===== config.mk =====
export PLATFORM = sky130hd
export DESIGN_NAME = load_store_unit
export DESIGN_NICKNAME = d
export VERILOG_FILES = /design/src/rtl/lsu_pkg.sv /design/src/rtl/load_store_unit_load_align_extend.sv /design/src/rtl/load_store_unit.sv
export SDC_FILE = /design/constraint.sdc
export NUM_CORES = 1
export LEC_CHECK = 0
export CORE_MARGIN = 4
export CORE_UTILIZATION = 41
export CTS_CLUSTER_SIZE = 20
export DETAILED_ROUTE_END_ITERATION = 6
export PLACE_DENSITY = 0.73
export SETUP_SLACK_MARGIN = 0.2
export SLEW_MARGIN = 20
export SYNTH_ARGS = -nofsm -noshare
export SYNTH_HDL_FRONTEND = slang
export SYNTH_HIERARCHICAL = 1
export SYNTH_SLANG_ARGS = --single-unit

===== constraint.sdc =====
create_clock -name clock -period 4.4 [get_ports clock]
set_input_delay 0.66 -clock clock [delete_from_list [all_inputs] [get_ports clock]]
set_output_delay 0.66 -clock clock [all_outputs]
set_load 0.01 [all_outputs]

===== src/rtl/lsu_pkg.sv =====
// Shared definitions for the load/store unit: RV64 funct3 encodings, FSM states
// and the access-size helper.
package lsu_pkg;

  localparam logic [2:0] F3_LB  = 3'b000;
  localparam logic [2:0] F3_LH  = 3'b001;
  localparam logic [2:0] F3_LW  = 3'b010;
  localparam logic [2:0] F3_LD  = 3'b011;
  localparam logic [2:0] F3_LBU = 3'b100;
  localparam logic [2:0] F3_LHU = 3'b101;
  localparam logic [2:0] F3_LWU = 3'b110;

  localparam logic [2:0] F3_SB  = 3'b000;
  localparam logic [2:0] F3_SH  = 3'b001;
  localparam logic [2:0] F3_SW  = 3'b010;
  localparam logic [2:0] F3_SD  = 3'b011;

  typedef enum logic [1:0] {
    IDLE = 2'd0,
    BUS  = 2'd1,
    RESP = 2'd2
  } state_e;

  // Access size in bytes: 1, 2, 4 or 8.
  function automatic logic [3:0] access_size(input logic [2:0] funct3);
    return 4'd1 << funct3[1:0];
  endfunction

endpackage


===== src/rtl/load_store_unit_load_align_extend.sv =====
// Combinational load path: moves the addressed bytes of a bus word down to
// bit 0 and sign- or zero-extends them to the full register width.
module load_align_extend
  import lsu_pkg::*;
#(
  parameter int XLEN = 64
) (
  input  logic [XLEN-1:0] rdata,
  input  logic [2:0]      offset,
  input  logic [2:0]      funct3,
  output logic [XLEN-1:0] data
);

  logic [XLEN-1:0] shifted;

  always_comb begin
    shifted = rdata >> {offset, 3'b000};
    data    = shifted;
    case (funct3)
      F3_LB:   data = {{(XLEN-8){shifted[7]}}, shifted[7:0]};
      F3_LH:   data = {{(XLEN-16){shifted[15]}}, shifted[15:0]};
      F3_LW:   data = {{(XLEN-32){shifted[31]}}, shifted[31:0]};
      F3_LD:   data = shifted;
      F3_LBU:  data = {{(XLEN-8){1'b0}}, shifted[7:0]};
      F3_LHU:  data = {{(XLEN-16){1'b0}}, shifted[15:0]};
      F3_LWU:  data = {{(XLEN-32){1'b0}}, shifted[31:0]};
      default: data = shifted;
    endcase
  end

endmodule


===== src/rtl/load_store_unit.sv =====
// RV64 load/store unit: one request at a time, byte-lane alignment and
// strobes, req/ack data bus with wait states, fault reporting to the core.
module load_store_unit
  import lsu_pkg::*;
#(
  parameter int XLEN       = 64,
  parameter int STRB_WIDTH = XLEN / 8
) (
  input  logic                  clock,
  input  logic                  reset,
  input  logic                  lsu_valid,
  input  logic                  mem_read,
  input  logic                  mem_write,
  input  logic [2:0]            funct3,
  input  logic [XLEN-1:0]       address,
  input  logic [XLEN-1:0]       store_data,
  output logic                  lsu_busy,
  output logic                  lsu_done,
  output logic                  lsu_error,
  output logic [XLEN-1:0]       load_data,
  output logic                  bus_req,
  output logic                  bus_we,
  output logic [XLEN-1:0]       bus_addr,
  output logic [XLEN-1:0]       bus_wdata,
  output logic [STRB_WIDTH-1:0] bus_wstrb,
  input  logic                  bus_ack,
  input  logic [XLEN-1:0]       bus_rdata,
  output state_e                state
);

  // Handshakes: the core's request is taken only in IDLE when lsu_valid and a
  // read/write flag are set. On the bus, req and all bus fields stay stable
  // from the accept edge until the edge that samples bus_ack=1; ack is
  // ignored in every other state.

  state_e                state_next;
  logic                  accept;
  logic                  fault;
  logic                  misaligned;
  logic                  bad_funct3;
  logic [3:0]            size;
  logic [3:0]            size_mask;
  logic [STRB_WIDTH-1:0] strb;
  logic [XLEN-1:0]       wdata_shifted;
  logic [XLEN-1:0]       aligned_data;
  logic [2:0]            offset;
  logic [2:0]            funct3_q;

  assign accept     = lsu_valid && (mem_read || mem_write);
  assign size       = access_size(funct3);
  assign size_mask  = size - 4'd1;
  assign misaligned = (address[2:0] & size_mask[2:0]) != 3'd0;
  assign bad_funct3 = mem_write ? !(funct3 inside {F3_SB, F3_SH, F3_SW, F3_SD})
                                : !(funct3 inside {F3_LB, F3_LH, F3_LW, F3_LD,
                                                   F3_LBU, F3_LHU, F3_LWU});
  assign fault      = misaligned || bad_funct3;

  // For an 8-byte access 1 << 8 wraps to 0 in STRB_WIDTH bits, so the
  // subtraction still yields all ones.
  assign strb          = ((STRB_WIDTH'(1) << size) - STRB_WIDTH'(1)) << address[2:0];
  assign wdata_shifted = store_data << {address[2:0], 3'b000};

  load_align_extend #(.XLEN(XLEN)) u_align (
    .rdata  (bus_rdata),
    .offset (offset),
    .funct3 (funct3_q),
    .data   (aligned_data)
  );

  always_comb begin
    state_next = state;
    case (state)
      IDLE:    if (accept) state_next = fault ? RESP : BUS;
      BUS:     if (bus_ack) state_next = RESP;
      RESP:    state_next = IDLE;
      default: state_next = IDLE;
    endcase
  end

  always_ff @(posedge clock) begin
    if (!reset) begin
      state     <= IDLE;
      bus_req   <= 1'b0;
      bus_we    <= 1'b0;
      lsu_busy  <= 1'b0;
      lsu_done  <= 1'b0;
      lsu_error <= 1'b0;
      bus_addr  <= '0;
      bus_wdata <= '0;
      bus_wstrb <= '0;
      load_data <= '0;
      offset    <= '0;
      funct3_q  <= '0;
    end else begin
      state    <= state_next;
      lsu_done <= 1'b0;
      case (state)
        IDLE: begin
          if (accept) begin
            if (fault) begin
              lsu_done  <= 1'b1;
              lsu_error <= 1'b1;
            end else begin
              bus_req   <= 1'b1;
              lsu_busy  <= 1'b1;
              lsu_error <= 1'b0;
              bus_we    <= mem_write;
              bus_addr  <= {address[XLEN-1:3], 3'b000};
              bus_wdata <= wdata_shifted;
              bus_wstrb <= mem_write ? strb : '0;
              offset    <= address[2:0];
              funct3_q  <= funct3;
            end
          end
        end
        BUS: begin
          if (bus_ack) begin
            bus_req  <= 1'b0;
            lsu_busy <= 1'b0;
            lsu_done <= 1'b1;
            if (!bus_we) load_data <= aligned_data;
          end
        end
        RESP:    lsu_error <= 1'b0;
        default: ;
      endcase
    end
  end

endmodule


==> flow_summary.json <==
{
  "status": "completed",
  "worstSetupEndpointType": "flop",
  "fin_setup_tns_ns": 0,
  "slew_viol_final": 0,
  "grt_pass1_wl_um": 70200,
  "slew_headroom_pct": 38.8,
  "setup_slack_ns": 1.25,
  "io_pins": 408,
  "via_per_inst": 6.05,
  "cap_violations": 0,
  "multi_input_area_um2": 6940,
  "synthFlopType": "dfxtp_1",
  "timing.final.crit_share_pct": 71.6,
  "coreArea_um2": 28700,
  "ant_nets": 0,
  "cts_tree": "yes",
  "tightest_slew_ns": 0.914,
  "drtPass1Iterations": 6,
  "wl_per_cell_um": 22.0,
  "hold_class": "reg -> reg",
  "netlist_area_um2": 11900,
  "clk_pin_slew_ns": 0.06,
  "cts_buffer_depth": 3,
  "vdd_drop_max_v": 0.000238,
  "root_buffer": "clkbuf_16",
  "use_met3_pct": 8.63,
  "rows": 62,
  "worstSetupStartpoint": "funct3[0]",
  "hold_slack_ns": 0.453,
  "drc": 0,
  "hpwl_um": 32600,
  "clock-sinks": 209,
  "p_total_mw": 5.21,
  "vias": 12800,
  "fin_crit_ns": 3.15,
  "final_core_util_pct": 58.4,
  "drive_above_1_share_pct": 9.07,
  "grt_overflow": 0,
  "gp_congestion": 0.913,
  "power.density_nw_per_um2": 311,
  "seqCellArea_um2": 4190,
  "fin_nets": 1916,
  "holdCritStartpoint": "load_data[52]",
  "start_util_pct": 41.5,
  "grt_use_met2_pct": 44.3,
  "path_max_fanout": 61,
  "postCtsSetupRepairBufs": 0,
  "skew_ns": 0.00790,
  "reg2reg_from": "offset[1]",
  "post-place-ws_ns": 0.724,
  "use_met1_pct": 34.3,
  "synthArstFlopShare_pct": 0,
  "yosysSeqAreaShare_pct": 35.1,
  "die_x_um": 178,
  "drt_iter0_markers": 1349,
  "hold_viol": 0,
  "port_buffers": 404,
  "hold_buffers": 0,
  "postSynthAreaPerCell_um2": 8.37,
  "fillers": 2539,
  "critical_path_arrival_ns": 3.60,
  "max_freq_ghz": 0.318,
  "synthCells": 1422,
  "ys_ff_latch": 209,
  "grt_pass1_vias": 12300,
  "setup_viol": 0,
  "antenna_found_initial": 6,
  "leakagePower_nw": 5.62,
  "layout_commonest_cell": "clkdlybuf4s50_1",
  "die-height_um": 178,
  "cts.htree.levels": 1,
  "clk-insertion-delay-late_ns": 0.52,
  "dieArea_um2": 31800,
  "cts_made_buffers": 25,
  "critPathKind": "in -> reg",
  "rsz0062_at_grt": "false",
  "layout_common_cells": "402 x clkdlybuf4s50_1, 212 x nand2_1, 207 x dfxtp_1, 198 x a21oi_1, 132 x o21ai_0",
  "ctsResizeCount": 0,
  "start_kind": "primary input",
  "grt.total_usage_pct": 27.6,
  "wl_um": 46700,
  "synth_cell_types": 57,
  "synthToLayoutAreaGrowth_pct": 40.7,
  "synth_edf_count": 0,
  "grt_busiest_layer": "met2",
  "crit_required_ns": 4.85,
  "yosys_warnings": 6,
  "r2r_slack_ns": 1.35,
  "grt_max_degree": 131
}
## synth_stat cells, types with 15 or more instances
cell       count  area (um2)
o21ai_0      132         661
mux2i_1       83         831
nor2b_1       15        93.8
a21oi_1      198         991
buf_4         15         113
o211ai_1      25         188
clkbuf_1      83         312
buf_2         49         245
nand2_1      212         796
dfxtp_1      209        4180
nand4_1       73         457
mux4_2        49        1100
o2bb2ai_1     16         140
mux2_2        19         214
nor2_1        19        71.3
nand3_1       92         460
## registers in the layout, indices dropped and copies added, names as in the netlist
| register | flops |
|---|---|
| bus_wdata | 64 |
| load_data | 64 |
| bus_addr | 61 |
| bus_wstrb | 8 |
| funct3_q | 3 |
| offset | 3 |
| state | 2 |
| bus_req | 1 |
| bus_we | 1 |
| lsu_done | 1 |
| lsu_error | 1 |
## through the flow
step,instances,instance area [um2]
finish,2118,16800
global route,2118,16800
CTS,2115,16700
detailed placement,2071,15900
global placement,2071,15900
floorplan,1424,11900
## per-layer routing
layer / vias to the layer above / share of wire (%) / wire length (um)
li1: 5804 / - / -
met1: 6128 / 37 / 17500
met2: 736 / 46 / 21500
met3: 132 / 12 / 5460
met4: 6 / 4.6 / 2150
met5: - / 0.10 / 47
## power breakdown
group	switching, mW	internal (mW)
logic	0.579	0.482
clock network	0.818	1.34
registers	0.0432	1.95
## critical path, stage by stage
cell and delay, ns:
clkdlybuf4s50_1 0.67, nor2b_1 0.26, ha_1 0.39, nor2b_1 0.35
a211o_4 0.59, buf_12 0.32, o21ai_0 0.14, a21oi_1 0.16
## cells by family after synthesis
| group | Yosys count | share of synthesized area, % |
|---|---|---|
| AOI/OAI and AO/OA | 427 | 20.8 |
| other | 1 | 0.0315 |
| muxes | 151 | 18.0 |
| buffers and inverters | 171 | 7.01 |
| and+or+nand+nor | 462 | 18.9 |
| DFF | 209 | 35.1 |
| adders and majority gates | 1 | 0.105 |
## area by class of cell
type | count | share of cell area, %
Inverter | 7 | 0.187
Tap cell | 384 | 2.87
Multi-Input combinational cell | 1044 | 41.4
Clock inverter | 10 | 0.933
Timing Repair Buffer | 427 | 25.4
Sequential cell | 209 | 25.0
Clock buffer | 34 | 4.17
Antenna cell | 3 | 0.0448
## path summary, 6_finish.rpt
kind / end / cells past startpoint
worst max-delay path: bus_wdata[18] / 8
worst min-delay path: load_data[52] / 2
worst max register to register: load_data[62] / 6
worst min register to register: load_data[52] / 2
Note: power is estimated with default switching activity, not from simulation.
